<file path="config.mk">
export PLATFORM = sky130hd
export DESIGN_NAME = hazard_ctrl_flat
export DESIGN_NICKNAME = d
export VERILOG_FILES = /design/src/rtl/hazard_ctrl_if.sv /design/src/rtl/hazard_ctrl.sv /design/src/flat_wrapper.sv
export SDC_FILE = /design/constraint.sdc
export NUM_CORES = 1
export LEC_CHECK = 0
export CORE_MARGIN = 3
export CORE_UTILIZATION = 44
export DETAILED_ROUTE_END_ITERATION = 12
export MAX_ROUTING_LAYER = met4
export PLACE_DENSITY = 0.81
export SLEW_MARGIN = 40
export SYNTH_ARGS = -nofsm -noshare
export SYNTH_HDL_FRONTEND = slang
export SYNTH_SLANG_ARGS = --single-unit
</file>
<file path="constraint.sdc">
create_clock -name clk -period 2.3 [get_ports clk]
set_input_delay 0.345 -clock clk [delete_from_list [all_inputs] [get_ports clk]]
set_output_delay 0.345 -clock clk [all_outputs]
set_load 0.01 [all_outputs]
</file>
<file path="src/rtl/hazard_ctrl_if.sv">
// Pipeline-to-hazard-unit bundle: register tags and stage status in, stall/flush/forward controls out.
interface hazard_ctrl_if;
    logic [4:0]  Rs1_d, Rs2_d;
    logic [4:0]  Rs1_e, Rs2_e, Rd_e;
    logic [1:0]  ResultSrc_e;
    logic [4:0]  Rd_m, Rd_w;
    logic        RegWrite_m, RegWrite_w;
    logic        PCSrc_e;
    logic        cache_miss_m;
    logic        cache_ready;

    logic        en_f, en_d, en_e, en_m;
    logic        flush_d_n, flush_e_n;
    logic [1:0]  ForwardA_e, ForwardB_e;
    logic [15:0] miss_cycles, loaduse_stalls;
    logic        state_o;

    // The pipeline side drives register tags and stage status.
    modport master (
        output Rs1_d, Rs2_d, Rs1_e, Rs2_e, Rd_e, ResultSrc_e,
               Rd_m, Rd_w, RegWrite_m, RegWrite_w, PCSrc_e,
               cache_miss_m, cache_ready,
        input  en_f, en_d, en_e, en_m, flush_d_n, flush_e_n,
               ForwardA_e, ForwardB_e, miss_cycles, loaduse_stalls, state_o
    );

    modport slave (
        input  Rs1_d, Rs2_d, Rs1_e, Rs2_e, Rd_e, ResultSrc_e,
               Rd_m, Rd_w, RegWrite_m, RegWrite_w, PCSrc_e,
               cache_miss_m, cache_ready,
        output en_f, en_d, en_e, en_m, flush_d_n, flush_e_n,
               ForwardA_e, ForwardB_e, miss_cycles, loaduse_stalls, state_o
    );
endinterface

</file>
<file path="src/rtl/hazard_ctrl.sv">
// Five-stage pipeline hazard unit: cache-miss freeze FSM, load-use bubble, branch flush,
// operand forwarding and saturating stall counters.
module hazard_ctrl (
    input  logic         clk,
    input  logic         rst_n,
    hazard_ctrl_if.slave hz
);
    localparam logic [0:0] ST_RUN       = 1'b0;
    localparam logic [0:0] ST_MISS_WAIT = 1'b1;
    localparam logic [1:0] RES_LOAD     = 2'b01;
    localparam logic [1:0] FWD_RF       = 2'b00;
    localparam logic [1:0] FWD_MEM      = 2'b10;
    localparam logic [1:0] FWD_WB       = 2'b01;
    localparam logic [15:0] CNT_MAX     = 16'hFFFF;

    logic [0:0]  state_q, state_d;
    logic [15:0] miss_cycles_q, loaduse_stalls_q;
    logic        freeze, load_use, bubble;

    function automatic logic [1:0] fwd_sel(input logic [4:0] rs);
        if (hz.RegWrite_m && (hz.Rd_m != 5'd0) && (hz.Rd_m == rs))
            return FWD_MEM;
        else if (hz.RegWrite_w && (hz.Rd_w != 5'd0) && (hz.Rd_w == rs))
            return FWD_WB;
        else
            return FWD_RF;
    endfunction

    // NOTE: every combinational output gets a default before any branch, so no path leaves it unassigned (no latch).
    always_comb begin
        state_d = state_q;
        case (state_q)
            ST_RUN:       if (hz.cache_miss_m) state_d = ST_MISS_WAIT;
            ST_MISS_WAIT: if (hz.cache_ready)  state_d = ST_RUN;
            default:      state_d = ST_RUN;
        endcase
    end

    // The freeze covers the miss-detect cycle and the refill-complete cycle alike.
    assign freeze   = (state_q == ST_MISS_WAIT) || hz.cache_miss_m;
    assign load_use = (hz.ResultSrc_e == RES_LOAD) && (hz.Rd_e != 5'd0) &&
                      ((hz.Rd_e == hz.Rs1_d) || (hz.Rd_e == hz.Rs2_d));
    assign bubble   = rst_n && !freeze && !hz.PCSrc_e && load_use;

    always_comb begin
        hz.en_f       = 1'b1;
        hz.en_d       = 1'b1;
        hz.en_e       = 1'b1;
        hz.en_m       = 1'b1;
        hz.flush_d_n  = 1'b1;
        hz.flush_e_n  = 1'b1;
        hz.ForwardA_e = fwd_sel(hz.Rs1_e);
        hz.ForwardB_e = fwd_sel(hz.Rs2_e);
        if (!rst_n) begin
            // Pipeline registers clear on the same edge as the hazard state.
            hz.flush_d_n  = 1'b0;
            hz.flush_e_n  = 1'b0;
            hz.ForwardA_e = FWD_RF;
            hz.ForwardB_e = FWD_RF;
        end else if (freeze) begin
            hz.en_f = 1'b0;
            hz.en_d = 1'b0;
            hz.en_e = 1'b0;
            hz.en_m = 1'b0;
        end else if (hz.PCSrc_e) begin
            hz.flush_d_n = 1'b0;
            hz.flush_e_n = 1'b0;
        end else if (load_use) begin
            hz.en_f      = 1'b0;
            hz.en_d      = 1'b0;
            hz.flush_e_n = 1'b0;
        end
    end

    // NOTE: sequential state uses non-blocking assignments so every register samples pre-edge values.
    always_ff @(posedge clk) begin
        if (!rst_n) begin
            state_q          <= ST_RUN;
            miss_cycles_q    <= '0;
            loaduse_stalls_q <= '0;
        end else begin
            state_q <= state_d;
            if ((state_q == ST_MISS_WAIT) && (miss_cycles_q != CNT_MAX))
                miss_cycles_q <= miss_cycles_q + 16'd1;
            if (bubble && (loaduse_stalls_q != CNT_MAX))
                loaduse_stalls_q <= loaduse_stalls_q + 16'd1;
        end
    end

    assign hz.miss_cycles    = miss_cycles_q;
    assign hz.loaduse_stalls = loaduse_stalls_q;
    assign hz.state_o        = state_q[0];
endmodule

</file>
<file path="src/flat_wrapper.sv">
// flat-port wrapper written by rule: the top's interface ports become plain ports
module hazard_ctrl_flat 
  (clk, rst_n, hz_Rs1_d, hz_Rs2_d, hz_Rs1_e, hz_Rs2_e, hz_Rd_e, hz_ResultSrc_e, hz_Rd_m, hz_Rd_w, hz_RegWrite_m, hz_RegWrite_w, hz_PCSrc_e, hz_cache_miss_m, hz_cache_ready, hz_en_f, hz_en_d, hz_en_e, hz_en_m, hz_flush_d_n, hz_flush_e_n, hz_ForwardA_e, hz_ForwardB_e, hz_miss_cycles, hz_loaduse_stalls, hz_state_o);
  hazard_ctrl_if hz_i ();
  input  logic clk;
  input  logic rst_n;
  input wire logic [$bits(hz_i.Rs1_d)-1:0] hz_Rs1_d;
  input wire logic [$bits(hz_i.Rs2_d)-1:0] hz_Rs2_d;
  input wire logic [$bits(hz_i.Rs1_e)-1:0] hz_Rs1_e;
  input wire logic [$bits(hz_i.Rs2_e)-1:0] hz_Rs2_e;
  input wire logic [$bits(hz_i.Rd_e)-1:0] hz_Rd_e;
  input wire logic [$bits(hz_i.ResultSrc_e)-1:0] hz_ResultSrc_e;
  input wire logic [$bits(hz_i.Rd_m)-1:0] hz_Rd_m;
  input wire logic [$bits(hz_i.Rd_w)-1:0] hz_Rd_w;
  input wire logic [$bits(hz_i.RegWrite_m)-1:0] hz_RegWrite_m;
  input wire logic [$bits(hz_i.RegWrite_w)-1:0] hz_RegWrite_w;
  input wire logic [$bits(hz_i.PCSrc_e)-1:0] hz_PCSrc_e;
  input wire logic [$bits(hz_i.cache_miss_m)-1:0] hz_cache_miss_m;
  input wire logic [$bits(hz_i.cache_ready)-1:0] hz_cache_ready;
  output wire logic [$bits(hz_i.en_f)-1:0] hz_en_f;
  output wire logic [$bits(hz_i.en_d)-1:0] hz_en_d;
  output wire logic [$bits(hz_i.en_e)-1:0] hz_en_e;
  output wire logic [$bits(hz_i.en_m)-1:0] hz_en_m;
  output wire logic [$bits(hz_i.flush_d_n)-1:0] hz_flush_d_n;
  output wire logic [$bits(hz_i.flush_e_n)-1:0] hz_flush_e_n;
  output wire logic [$bits(hz_i.ForwardA_e)-1:0] hz_ForwardA_e;
  output wire logic [$bits(hz_i.ForwardB_e)-1:0] hz_ForwardB_e;
  output wire logic [$bits(hz_i.miss_cycles)-1:0] hz_miss_cycles;
  output wire logic [$bits(hz_i.loaduse_stalls)-1:0] hz_loaduse_stalls;
  output wire logic [$bits(hz_i.state_o)-1:0] hz_state_o;
  assign hz_i.Rs1_d = hz_Rs1_d;
  assign hz_i.Rs2_d = hz_Rs2_d;
  assign hz_i.Rs1_e = hz_Rs1_e;
  assign hz_i.Rs2_e = hz_Rs2_e;
  assign hz_i.Rd_e = hz_Rd_e;
  assign hz_i.ResultSrc_e = hz_ResultSrc_e;
  assign hz_i.Rd_m = hz_Rd_m;
  assign hz_i.Rd_w = hz_Rd_w;
  assign hz_i.RegWrite_m = hz_RegWrite_m;
  assign hz_i.RegWrite_w = hz_RegWrite_w;
  assign hz_i.PCSrc_e = hz_PCSrc_e;
  assign hz_i.cache_miss_m = hz_cache_miss_m;
  assign hz_i.cache_ready = hz_cache_ready;
  assign hz_en_f = hz_i.en_f;
  assign hz_en_d = hz_i.en_d;
  assign hz_en_e = hz_i.en_e;
  assign hz_en_m = hz_i.en_m;
  assign hz_flush_d_n = hz_i.flush_d_n;
  assign hz_flush_e_n = hz_i.flush_e_n;
  assign hz_ForwardA_e = hz_i.ForwardA_e;
  assign hz_ForwardB_e = hz_i.ForwardB_e;
  assign hz_miss_cycles = hz_i.miss_cycles;
  assign hz_loaduse_stalls = hz_i.loaduse_stalls;
  assign hz_state_o = hz_i.state_o;
  hazard_ctrl u_core (.clk(clk), .rst_n(rst_n), .hz(hz_i));
endmodule
</file>
==> results.toml <==
[run_status]
outcome = "complete, no violations"

[final_layout]
drive_gt1_share_pct = 15.6
layoutNonFillerInstCount = 446
antenna_cells_inserted = 0
area_growth_syn_to_layout_pct = 56.3
num-nets-final = 424

[critical_path]
crit_start = "hz_Rd_e[0]"
timing.critical_path.required_ns = 1.96
worstPathArrival_ns = 1.84
rr_startpoint = "u_core.hz.loaduse_stalls[0]$_SDFFE_PN0P_"
startpoint_type = "input port"
setup.worst_path.end = "hz_en_d"
worstReg2RegEnd = "u_core.hz.loaduse_stalls[9]$_SDFFE_PN0P_"
worstPathMaxFanout = 3
r2r_slack_ns = 0.26
reg2regPathDepth = 6
worst-setup-path-type = "in2out"
endpoint_kind = "output port"

[synthesis]
synth-xor-area-share_pct = 16.0
synth_ff_type = "sky130_fd_sc_hd__dfxtp_1"
synth_cell_type_count = 51
yosysWarnings = 0
synth-seq-cells = 33
post-synth-top-area-cell = "sky130_fd_sc_hd__dfxtp_1"
synth_fa_ha_area_share_pct = 1.15
yosysSeqAreaShare_pct = 30.3
post_synth_mux_area_share_pct = 2.29
syn_nets = 311
synth.most_common_cell = "sky130_fd_sc_hd__dfxtp_1"
synth_compound_gate_area_share_pct = 13.2
netlist_top_cells_area = "sky130_fd_sc_hd__dfxtp_1, sky130_fd_sc_hd__xor2_1, sky130_fd_sc_hd__nand4_1"
yosys-top-cells-count = "sky130_fd_sc_hd__dfxtp_1, sky130_fd_sc_hd__xor2_1, sky130_fd_sc_hd__nor2_1, sky130_fd_sc_hd__nand3_1, sky130_fd_sc_hd__nand4_1"
avg_cell_area_syn_um2 = 8.24
synth-async-reset-ratio_pct = 0
syn-cell-area_um2 = 2180
portion_of_synthesized_cell_area_occupied_by_the_leading_cell_type_pct = 30.3
combinational_family_with_the_most_area_after_synthesis = "simple AND/OR/NAND/NOR gates"
synth_edf_count = 0
number_of_instances_in_the_synthesized_netlist = 265
synth-simple-area-share_pct = 33.7

[timing]
layout_worst_path_cycle_share_pct = 94.9
achievable-frequency_mhz = 458
rsz0062_at_grt = "true"
totalNegativeSetupSlack_ns = 0
final_layout_worst_hold_slack_ns = 0.489
period_needed_ns = 2.18
timing.final.ws_setup_ns = 0.118
endpoints_failing_setup = 0
final_max_slew_viol_count = 0
timing_worst_slew_pin_value_ns = 0.695
timing_hold_violations_final = 0
timing.slew.headroom_pct = 53.2
clock_skews_ns = 0.00785

[grt]
grt_antenna_before_repair = 0
globalRouteOverflowTotal = 0
grt.total_usage_pct = 22.1
grt_start_max_net_pins = 29
vias_in_the_first_global_route = 2378
first_pass_grt_wire_length_um = 10500

[placement]
preCtsSetupSlack_ns = -0.472
detailedPlacementHpwl_um = 4780
place.port_buffers = 86
routabilityCongestion = 0.855
post-place-cells = 437

[routing]
post_drt_wl_per_cell_um = 14.0
drt_first_iter_violations = 109
vias_per_cell = 5.52
postRouteWirelength_um = 6240
drt_pre_antenna_iters = 4
num_vias = 2464
antenna_violating_nets_post_route = 0
drcViolationCount = 0

[floorplanning]
floorplan.io_pins = 87
initial_cell_density_of_the_core_pct = 45.9
placeable_area_um2 = 4750
num_rows = 25
floorplan.die_area_um2 = 5840
die_height_um = 76.4
die_width_um = 76.4

[clock_tree]
number_of_buffers_created_by_cts = 5
clock_sinks = 33
root_buffer = "sky130_fd_sc_hd__clkbuf_8"
cts_hold_buffers = 0
tritoncts = "built"
clk-insertion-delay-late_ns = 0.29
cts_max_level = 2
clkSlewWorstSetupHoldPaths_ns = 0.06
max-clock-path-buffers = 2

[job]
maxCapViolations = 0

[power_and_ir_drop]
maximum_ir_drop_on_the_vdd_rail_v = 0.000329
totalPowerFinal_mw = 1.28
power.density_nw_per_um2 = 375
p_leak_nw = 1.29

[worst_hold_path]
timing.hold.worst.class = "reg2reg"
registers in the layout, indices dropped and copies added, names as in the netlist:
| signal | cells |
|---|---|
| u_core.hz.miss_cycles | 16 |
| u_core.hz.state_o | 1 |
| u_core.hz.loaduse_stalls | 16 |
cell families after synthesis:
| group | count (synthesis) |
|---|---|
| DFF | 33 |
| xor gates and xnor gates | 40 |
| AOI/OAI and AO/OA | 46 |
| and+or+nand+nor | 125 |
| adders and majority gates | 2 |
| buffers and inverters | 14 |
| muxes | 5 |
where the power goes:
part / leakage (nW) / total, mW / switching, mW / internal, mW
Combinational: 0.987 / 0.277 / 0.118 / 0.159
Sequential: 0.266 / 0.580 / 0.00445 / 0.576
Clock: 0.0395 / 0.424 / 0.209 / 0.215
Total: 1.29 / 1.28 / 0.332 / 0.950
placed cells by master (no fill, tap or decap), types with 4 or more instances in the layout:
cell type / instances
sky130_fd_sc_hd__and3_1: 9
sky130_fd_sc_hd__clkbuf_8: 5
sky130_fd_sc_hd__buf_4: 29
sky130_fd_sc_hd__nand2_1: 11
sky130_fd_sc_hd__clkdlybuf4s50_1: 72
sky130_fd_sc_hd__nor2_1: 20
sky130_fd_sc_hd__xnor2_1: 10
sky130_fd_sc_hd__mux2i_1: 5
sky130_fd_sc_hd__xor2_1: 29
sky130_fd_sc_hd__a21oi_1: 14
sky130_fd_sc_hd__dfxtp_1: 33
sky130_fd_sc_hd__and4_1: 4
sky130_fd_sc_hd__nand3_1: 17
sky130_fd_sc_hd__o21ai_0: 12
sky130_fd_sc_hd__nor3_1: 11
sky130_fd_sc_hd__or4_1: 6
sky130_fd_sc_hd__nand4_1: 16
sky130_fd_sc_hd__or3_1: 8
sky130_fd_sc_hd__dlymetal6s2s_1: 7
stage by stage:
stage | cell area [um2] | util (%)
finish | 3410 | 71.8
global route | 3410 | 71.8
CTS | 3380 | 71.2
detailed placement | 3300 | 69.4
global placement | 3300 | 69.4
floorplan | 2180 | -
worst max-delay path, stage by stage:
cell	delay [ns]
sky130_fd_sc_hd__clkdlybuf4s50_1	0.54
sky130_fd_sc_hd__xor2_1	0.19
sky130_fd_sc_hd__nor3_2	0.07
sky130_fd_sc_hd__a22oi_2	0.19
sky130_fd_sc_hd__nor2b_1	0.08
sky130_fd_sc_hd__a21boi_1	0.16
sky130_fd_sc_hd__clkdlybuf4s15_1	0.27
what timing repair did:
action	4_1_cts	5_1_grt
setup buffers	1	0
resized for setup	22	16
pin swaps	3	6
endpoints found under the setup margin	8	8
area by class of cell:
class                           instances  area [um2]
Fill cell                             389        1340
Tap cell                               67        83.8
Sequential cell                        33         661
Clock buffer                            8        80.1
Inverter                                4        15.0
Multi-Input combinational cell        218        1480
Timing Repair Buffer                  116        1090
metal layers:
layer  part of all wire, %  track usage, %
met5                     0               -
met4                   1.2            7.07
met3                   5.2            5.20
met2                    50            37.6
met1                    43            25.8
worst min-delay path by stage:
stage,from,endpoint,slack (ns),cells past startpoint
after CTS,u_core.hz.loaduse_stalls[11]$_SDFFE_PN0P_,u_core.hz.loaduse_stalls[11]$_SDFFE_PN0P_,0.50,2
final,u_core.hz.loaduse_stalls[15]$_SDFFE_PN0P_,u_core.hz.loaduse_stalls[15]$_SDFFE_PN0P_,0.49,2
after global routing,u_core.hz.loaduse_stalls[14]$_SDFFE_PN0P_,u_core.hz.loaduse_stalls[14]$_SDFFE_PN0P_,0.53,2
after global placement,u_core.hz.loaduse_stalls[15]$_SDFFE_PN0P_,u_core.hz.loaduse_stalls[15]$_SDFFE_PN0P_,0.48,1
after detailed placement,u_core.hz.loaduse_stalls[11]$_SDFFE_PN0P_,u_core.hz.loaduse_stalls[11]$_SDFFE_PN0P_,0.49,2
after floorplan,hz_cache_ready,u_core.hz.state_o$_SDFF_PN0_,0.44,1
(Power assumes the default switching activity.)
